File: src/rtl/fft_power_spectrum.sv
// Power spectrum of the two-bins-per-beat FFT output: |X[k]|^2 per bin,
// buffered for one frame, then streamed as bins 0..N/2 over valid/ready.
module fft_power_spectrum #(
  parameter int Q_IN  = 15,
  parameter int Q_OUT = 15,
  parameter int N     = 8,
  parameter int SHIFT = 15,
  localparam int ADDR_W = $clog2(N/2+1)
) (
  input  logic                     clk,
  input  logic                     reset,
  input  logic                     valid_in,
  input  logic signed [Q_IN:0]     data_real_0,
  input  logic signed [Q_IN:0]     data_imag_0,
  input  logic signed [Q_IN:0]     data_real_1,
  input  logic signed [Q_IN:0]     data_imag_1,
  output logic                     out_valid,
  input  logic                     out_ready,
  output logic [ADDR_W-1:0]        out_bin,
  output logic [Q_OUT:0]           out_power,
  output logic                     out_last,
  output logic                     busy,
  output logic                     overflow
);

  localparam int HALF  = N / 2;
  localparam int CNT_W = $clog2(HALF);
  localparam int SQ_W  = 2 * (Q_IN + 1);
  localparam int SUM_W = SQ_W + 1;
  localparam int WW    = (SUM_W > Q_OUT + 1) ? SUM_W : Q_OUT + 1;
  localparam logic [WW-1:0] PMAX = {WW{1'b1}} >> (WW - Q_OUT - 1);

  typedef enum logic [1:0] {
    COLLECT,
    FLUSH_A,
    FLUSH_B,
    DRAIN
  } state_t;

  state_t state, state_nx;

  logic [CNT_W-1:0]  cnt;
  logic              accept;
  logic              last_beat;
  logic              hs;
  logic              drain_done;
  logic [ADDR_W-1:0] nxt_bin;

  logic              s1_valid;
  logic              s1_top;
  logic [CNT_W-1:0]  s1_bin;
  logic [SQ_W-1:0]   sq_re0, sq_im0, sq_re1, sq_im1;

  logic [Q_OUT:0]    mem [0:HALF];

  function automatic logic [SQ_W-1:0] sq(
    input logic signed [Q_IN:0] a
  );
    logic signed [SQ_W-1:0] w;
    w = SQ_W'(a);
    return $unsigned(w * w);
  endfunction

  // sum of squares, truncating shift, then clamp to the output range
  function automatic logic [Q_OUT:0] sat_pow(
    input logic [SQ_W-1:0] a,
    input logic [SQ_W-1:0] b
  );
    logic [SUM_W-1:0] s;
    logic [WW-1:0]    w;
    s = {1'b0, a} + {1'b0, b};
    w = WW'(s >> SHIFT);
    if (w > PMAX) w = PMAX;
    return w[Q_OUT:0];
  endfunction

  assign accept     = valid_in && (state == COLLECT);
  assign last_beat  = accept && (cnt == CNT_W'(HALF - 1));
  assign hs         = out_valid && out_ready;
  assign drain_done = (state == DRAIN) && hs && out_last;
  assign nxt_bin    = out_bin + ADDR_W'(1);
  assign busy       = (state != COLLECT);

  always_comb begin
    state_nx = state;
    unique case (state)
      COLLECT: if (last_beat) state_nx = FLUSH_A;
      FLUSH_A: state_nx = FLUSH_B;
      FLUSH_B: state_nx = DRAIN;
      DRAIN:   if (drain_done) state_nx = COLLECT;
      default: state_nx = COLLECT;
    endcase
  end

  always_ff @(posedge clk) begin
    if (reset) begin
      state    <= COLLECT;
      cnt      <= '0;
      overflow <= 1'b0;
    end else begin
      state <= state_nx;
      if (accept) cnt <= last_beat ? '0 : cnt + CNT_W'(1);
      if (valid_in && (state != COLLECT)) overflow <= 1'b1;
    end
  end

  always_ff @(posedge clk) begin
    if (reset) s1_valid <= 1'b0;
    else       s1_valid <= accept;
  end

  always_ff @(posedge clk) begin
    if (accept) begin
      s1_bin <= cnt;
      s1_top <= (cnt == '0);
      sq_re0 <= sq(data_real_0);
      sq_im0 <= sq(data_imag_0);
      sq_re1 <= sq(data_real_1);
      sq_im1 <= sq(data_imag_1);
    end
  end

  // port 1 carries bin N/2 only on beat 0; later port-1 bins are mirrors
  always_ff @(posedge clk) begin
    if (s1_valid) begin
      mem[ADDR_W'(s1_bin)] <= sat_pow(sq_re0, sq_im0);
      if (s1_top) mem[ADDR_W'(HALF)] <= sat_pow(sq_re1, sq_im1);
    end
  end

  always_ff @(posedge clk) begin
    if (reset) begin
      out_valid <= 1'b0;
      out_bin   <= '0;
      out_power <= '0;
      out_last  <= 1'b0;
    end else if (state == FLUSH_B) begin
      out_valid <= 1'b1;
      out_bin   <= '0;
      out_power <= mem[0];
      out_last  <= 1'b0;
    end else if ((state == DRAIN) && hs) begin
      if (out_last) begin
        out_valid <= 1'b0;
        out_bin   <= '0;
        out_last  <= 1'b0;
      end else begin
        out_bin   <= nxt_bin;
        out_power <= mem[nxt_bin];
        out_last  <= (nxt_bin == ADDR_W'(HALF));
      end
    end
  end

endmodule

File: config.mk
export PLATFORM = sky130hd
export DESIGN_NAME = fft_power_spectrum
export DESIGN_NICKNAME = d
export VERILOG_FILES = /design/src/rtl/fft_power_spectrum.sv
export SDC_FILE = /design/constraint.sdc
export NUM_CORES = 2
export LEC_CHECK = 0
export ABC_AREA = 1
export ABC_CLOCK_PERIOD_IN_PS = 10050
export BUFFER_PORTS_ARGS = -buffer_cell sky130_fd_sc_hd__buf_2
export CORE_ASPECT_RATIO = 1.2
export CORE_MARGIN = 3
export CORE_UTILIZATION = 30
export CTS_CLUSTER_SIZE = 12
export DETAILED_ROUTE_END_ITERATION = 6
export PLACE_DENSITY = 0.5
export RECOVER_POWER = 25
export SYNTH_ARGS = -nofsm -noshare
export SYNTH_HDL_FRONTEND = slang
export SYNTH_SLANG_ARGS = --single-unit
File: constraint.sdc
create_clock -name clk -period 10.05 [get_ports clk]
set_input_delay 1.5075 -clock clk [delete_from_list [all_inputs] [get_ports clk]]
set_output_delay 1.5075 -clock clk [all_outputs]
set_load 0.01 [all_outputs]
# --- Word level (Yosys, flattened, before mapping) ---
# Memories as Yosys holds them, arrays and structs flattened.
# Index checks and enable logic that the tools add are counted.
# W data, S select, Z words.
totals:
  input_bits: 68
  mem_count: 1
  word_cells: 70
  ram_bits: 80
  output_inout_bits: 23
  reg_bits: 158
classes:
  addsub: 4
  n_reduce_logical: 15
  muxes: 22
  eq_ne: 8
  multipliers: 4
  order_cmp: 2
mem_list:
  columns: ["name", "words", "width", "read_ports", "rd_ports_with_merged_regs", "wr", "line_no", "source"]
  rows:
  - ["mem", 5, 16, 2, 0, 2, "54", "logic [Q_OUT:0] mem [0:HALF];"]
ops:
  columns: ["operator", "count"]
  rows:
  - ["$mul A16 B16 Y32", 4]
  - ["$mux W16", 8]
  - ["$add A32 B32 Y33", 2]
  - ["$gt A18 B16 Y1 const B", 2]
  - ["$mux W1", 9]
  - ["$pmux W2 S4", 1]
  - ["$eq A2 B2 Y1 const B", 3]
  - ["$logic_and A1 B1 Y1", 6]
  - ["$mux W2", 3]
  - ["$reduce_and A2 Y1", 3]
  - ["$reduce_bool A2 Y1", 3]
  - ["$logic_not A2 Y1", 2]
  - ["$ne A2 B2 Y1 const B", 2]
  - ["$add A3 B1 Y3 const B", 1]
  - ["$eq A3 B3 Y1 const B", 1]
  - ["$mux W3", 1]
  - ["$add A2 B1 Y2 const B", 1]
  - ["$eq A2 B1 Y1 const B", 1]
  - ["$ne A2 B1 Y1 const B", 1]
  - ["$reduce_or A2 Y1", 1]

# --- Depth between registers and ports, before layout ---
logic_depth:
  word_depth: 5
  mapped_depth: 27
  depth_no_buf: 26

# --- Least setup slack after synthesis ---
# OpenSTA, ideal clock, no wires.
synth_path:
  path_type: "input port to flip-flop"
  startpoint: "input port data_imag_0[1]"
  endpoint: "register sq_im0[31], data pin"
  setup_ps: 253
  n_path_buf: 2
  t_required_ps: 9797
  setup_slack_ps: 3096
  stages: 24
  t_arrival_ps: 6701
  path_cell_list: "clkbuf_1 buf_1 nand2_1 inv_1 fa_1 fa_1 inv_1 fa_1 inv_1 fa_1 inv_1 fa_1 inv_1 fa_1 ha_1 nand2_1 nor2_1 nand2_1 nor3_1 nand2_1 nand3_1 inv_1 nand2_1 nand2_1"
synth_between:
  elab_chain_cells: 1
synth_rtl:
  columns: ["element", "line_no", "source"]
  rows:
  - ["start: declaration", "14", "input logic signed [Q_IN:0] data_imag_0,"]
  - ["$mul A16 B16 Y32", "61", "return $unsigned(w * w);"]
  - ["end signal: assignment", "117", "sq_im0 <= sq(data_imag_0);"]
  - ["end: declaration", "52", "logic [SQ_W-1:0] sq_re0, sq_im0, sq_re1, sq_im1;"]
# Every way passes these cells.
# A chain may end at the register's enable or synchronous reset.

# --- Worst setup path after layout ---
layout_path:
  startpoint: "input port data_real_0[1]"
  endpoint: "register sq_re0[31], data pin"
layout_between:
  elab_chain_cells: 1
layout_rtl:
  columns: ["element", "line_no", "source"]
  rows:
  - ["start: declaration", "13", "input logic signed [Q_IN:0] data_real_0,"]
  - ["$mul A16 B16 Y32", "61", null]
  - ["end signal: assignment", "116", "sq_re0 <= sq(data_real_0);"]
  - ["end: declaration", "52", null]
# Every way passes these cells.

==> metrics.cfg <==
[run_status]
result_of_the_run=complete, but fails checks
violations=max-capacitance violations, max-slew violations

[floorplanning]
die_area_mm2=0.1711
io_pins=91
fp.dieH_um=452.5
rows=163
initial_utilization_pct=30.25
design.core.area_mm2=0.1648
die_width_um=378.1

[timing]
rsz0062_at_grt=false
max_slew_margin_pct=-92.87
share_of_the_cycle_needed_by_the_critical_path_after_routing_pct=71.73
tightestPinTransition_ns=2.871
setup_viol_count_final=0
maxSlewViolCount=130
layout_min_cycle_time_ns=7.209
fmax_ghz=0.1387
clock-skew-final_ns=0.02697
timing_hold_violations_final=0
setup-tns-final_ns=0

[yosys]
post_synth.cell_area_avg_um2=8.306
synthTopCellsByArea=fa_1, inv_1, edfxtp_1, ha_1, nand2_1
synth_sequential_area_ratio_pct=13.31
yosysUniqueCellTypes=47
post_synthesis_cells=6001
post-synth-top-area-cell=fa_1
synth_ff_type=edfxtp_1
post_synthesis_register_bit_count=230
syn-num-nets=7434
synthesis.yosys.warnings=0
synth_enable_flop_cells=203
synthesis.area_mm2=0.04984
async_reset_ff_share_pct=0
synth_largest_type_area_fraction_pct=37.59

[clock_network]
h-tree-depth=1
cts_resized=0
cts_setup_buffers=0
cts-buffers-inserted=28
clk_sink_count=230
clock_tree.buffer_depth=3
ctsRootBufferMaster=clkbuf_16
clkSlewWorstSetupHoldPaths_ns=0.06
worst_skew_pair.late_latency_ns=0.58
hold_buffers=0
tritoncts=yes

[drt]
drc_errors=0
drt-initial-drc-count=1667
drt_pre_antenna_iters=6
ant_nets=0
avgViaCountPerCell=4.507
routed-via-count=36707
route.final.wire_length_mm=127.6
wl_per_cell_um=15.67

[setup_path]
r2r.worst_path.cells=5
critical_path.startpoint_type=primary input
critPathCaptureType=flop
setup.worst_path.class=in -> reg
critical_path_peak_fanout=18
cp.required_ns=10.36
worstPathArrival_ns=7.52

[finish]
layout-drive-gt1-share_pct=3.451
fillerInstances=17660
syn_to_final_growth_pct=6.989
design.final.nets=7411

[place]
buffer_ports.inserted=90
gp_routability_congestion=0.8935
detailed_place_hpwl_mm=110.5

[global_routing]
antenna_found_initial=5
grt_pass1_vias=39955
grt_max_degree=64
global_route_wire_length_before_repair_mm=208.0
globalRouteOverflowTotal=0
gr-usage-all-layers_pct=15.22

[flow_run]
maxCapViolations=5

[hold_path]
timing.hold.worst.class=reg -> reg
min_delay_path_depth=0

## worst max-delay path: stages
cell	delay [ns]
clkbuf_1	0.75
nand2_1	0.10
inv_1	0.21
fa_1	0.55
fa_1	0.85
fa_1	0.53
fa_1	0.50
fa_1	0.49
inv_1	0.05
fa_1	0.47
inv_1	0.04
ha_1	0.35
a21oi_1	0.22
o21ai_0	0.18
a21oi_1	0.26
inv_1	0.07
nand2_1	0.07
nand3_1	0.13
nand3_1	0.10
nand2_1	0.08
## layout make-up
type | count | area (µm²) | share of cell area (%)
antenna | 1 | 2.502 | 0.004693
clock buffer | 36 | 730.7 | 1.370
clock inverter | 15 | 181.4 | 0.3402
inverter | 1734 | 6510 | 12.21
multi-input combinational | 3890 | 36110 | 67.71
sequential | 230 | 6636 | 12.44
tap | 2145 | 2684 | 5.033
timing repair buffer | 94 | 473.0 | 0.8869
## path summary, 6_finish.rpt
kind	start	to	slack [ns]
min	cnt[0]	s1_bin[0]	0.46
min reg2reg	cnt[0]	s1_bin[0]	0.46
max reg2reg	state[0]	sq_im0[26]	5.55
max	data_real_0[1]	sq_re0[31]	2.84
## per-layer routing
| layer | track usage (%) | up-vias | routed length, µm |
|---|---|---|---|
| met5 | 0 | - | 0 |
| li1 | - | 17696 | - |
| met3 | 1.112 | 135 | 3213 |
| met1 | 18.16 | 18378 | 51920 |
| met2 | 29.67 | 498 | 69670 |
| met4 | 2.901 | 0 | 2814 |
## synth_stat cells (2+ instances only)
cell type	instances
and3_1	2
ha_1	429
o21a_1	10
or2_2	18
a21oi_1	196
a211oi_1	4
inv_2	4
nand3b_1	12
a31o_2	8
o21ai_0	121
nor2_4	5
clkbuf_1	137
edfxtp_1	203
nand2_2	16
nand2_4	12
clkinv_1	4
xor2_1	126
inv_1	1726
fa_1	936
a21oi_4	2
dfxtp_1	27
o211ai_1	33
o21bai_1	42
a21boi_0	6
nand2_1	1240
nor2_1	312
nor2_2	3
a21o_1	20
buf_1	5
a31oi_1	24
nand3_2	3
nand4_1	58
and2_1	2
a21oi_2	4
xnor2_1	41
nor3_1	41
nand3_1	159
## sequential cells by signal, summed over array words and instances (netlist names)
register   cells
mem           80
sq_im0        30
sq_im1        30
sq_re0        30
sq_re1        30
out_power     16
out_bin        3
cnt            2
s1_bin         2
state          2
out_last       1
out_valid      1
overflow       1
s1_top         1
s1_valid       1
## logic make-up after synthesis
family,after synthesis,share of synthesized area (%)
and+or+nand+nor,1886,15.63
AOI/OAI and AO/OA,471,5.503
buffers and inverters,1881,14.23
DFF,230,13.31
xor gates and xnor gates,167,2.935
muxes,1,0.02259
adders and majority gates,1365,48.36
## stage by stage
step                setup slack (ns)  area, µm²  hold slack, ns  std cells  utilization (%)
detailed placement             2.521      52470          0.4528       8093            31.84
floorplan                      3.096      49840          0.4342       6001                -
finish                         2.841      53330          0.4615       8145            32.36
global route                   2.511      53320          0.4888       8144            32.36
global placement               2.539      52470          0.4505       8093            31.84
CTS                            3.123      53380          0.4667       8144            32.39
## layout by cell type (no fill, tap or decap), types with 4 or more instances in the layout
cell / count
xnor2_1: 41
nand2_1: 1240
nand3b_1: 12
inv_1: 1725
or2_2: 18
fa_1: 936
o21a_1: 10
o21bai_1: 42
nand2_4: 12
o21ai_0: 121
a21boi_0: 6
o211ai_1: 33
a31oi_1: 24
buf_4: 4
nor3_1: 41
dfxtp_1: 27
xor2_1: 126
clkinvlp_4: 4
a21oi_2: 4
nand3_1: 160
clkbuf_16: 28
ha_1: 429
nand2_2: 16
a21oi_1: 196
clkinv_1: 5
clkbuf_1: 14
nor2_1: 312
inv_2: 4
a211oi_1: 4
buf_2: 84
edfxtp_1: 203
a21o_1: 20
nor2_4: 5
nand4_1: 58
a31o_2: 8
Power is left out: the tool's default activity adds up to more than one toggle a clock period on the data nets, which glitch-free logic cannot reach.
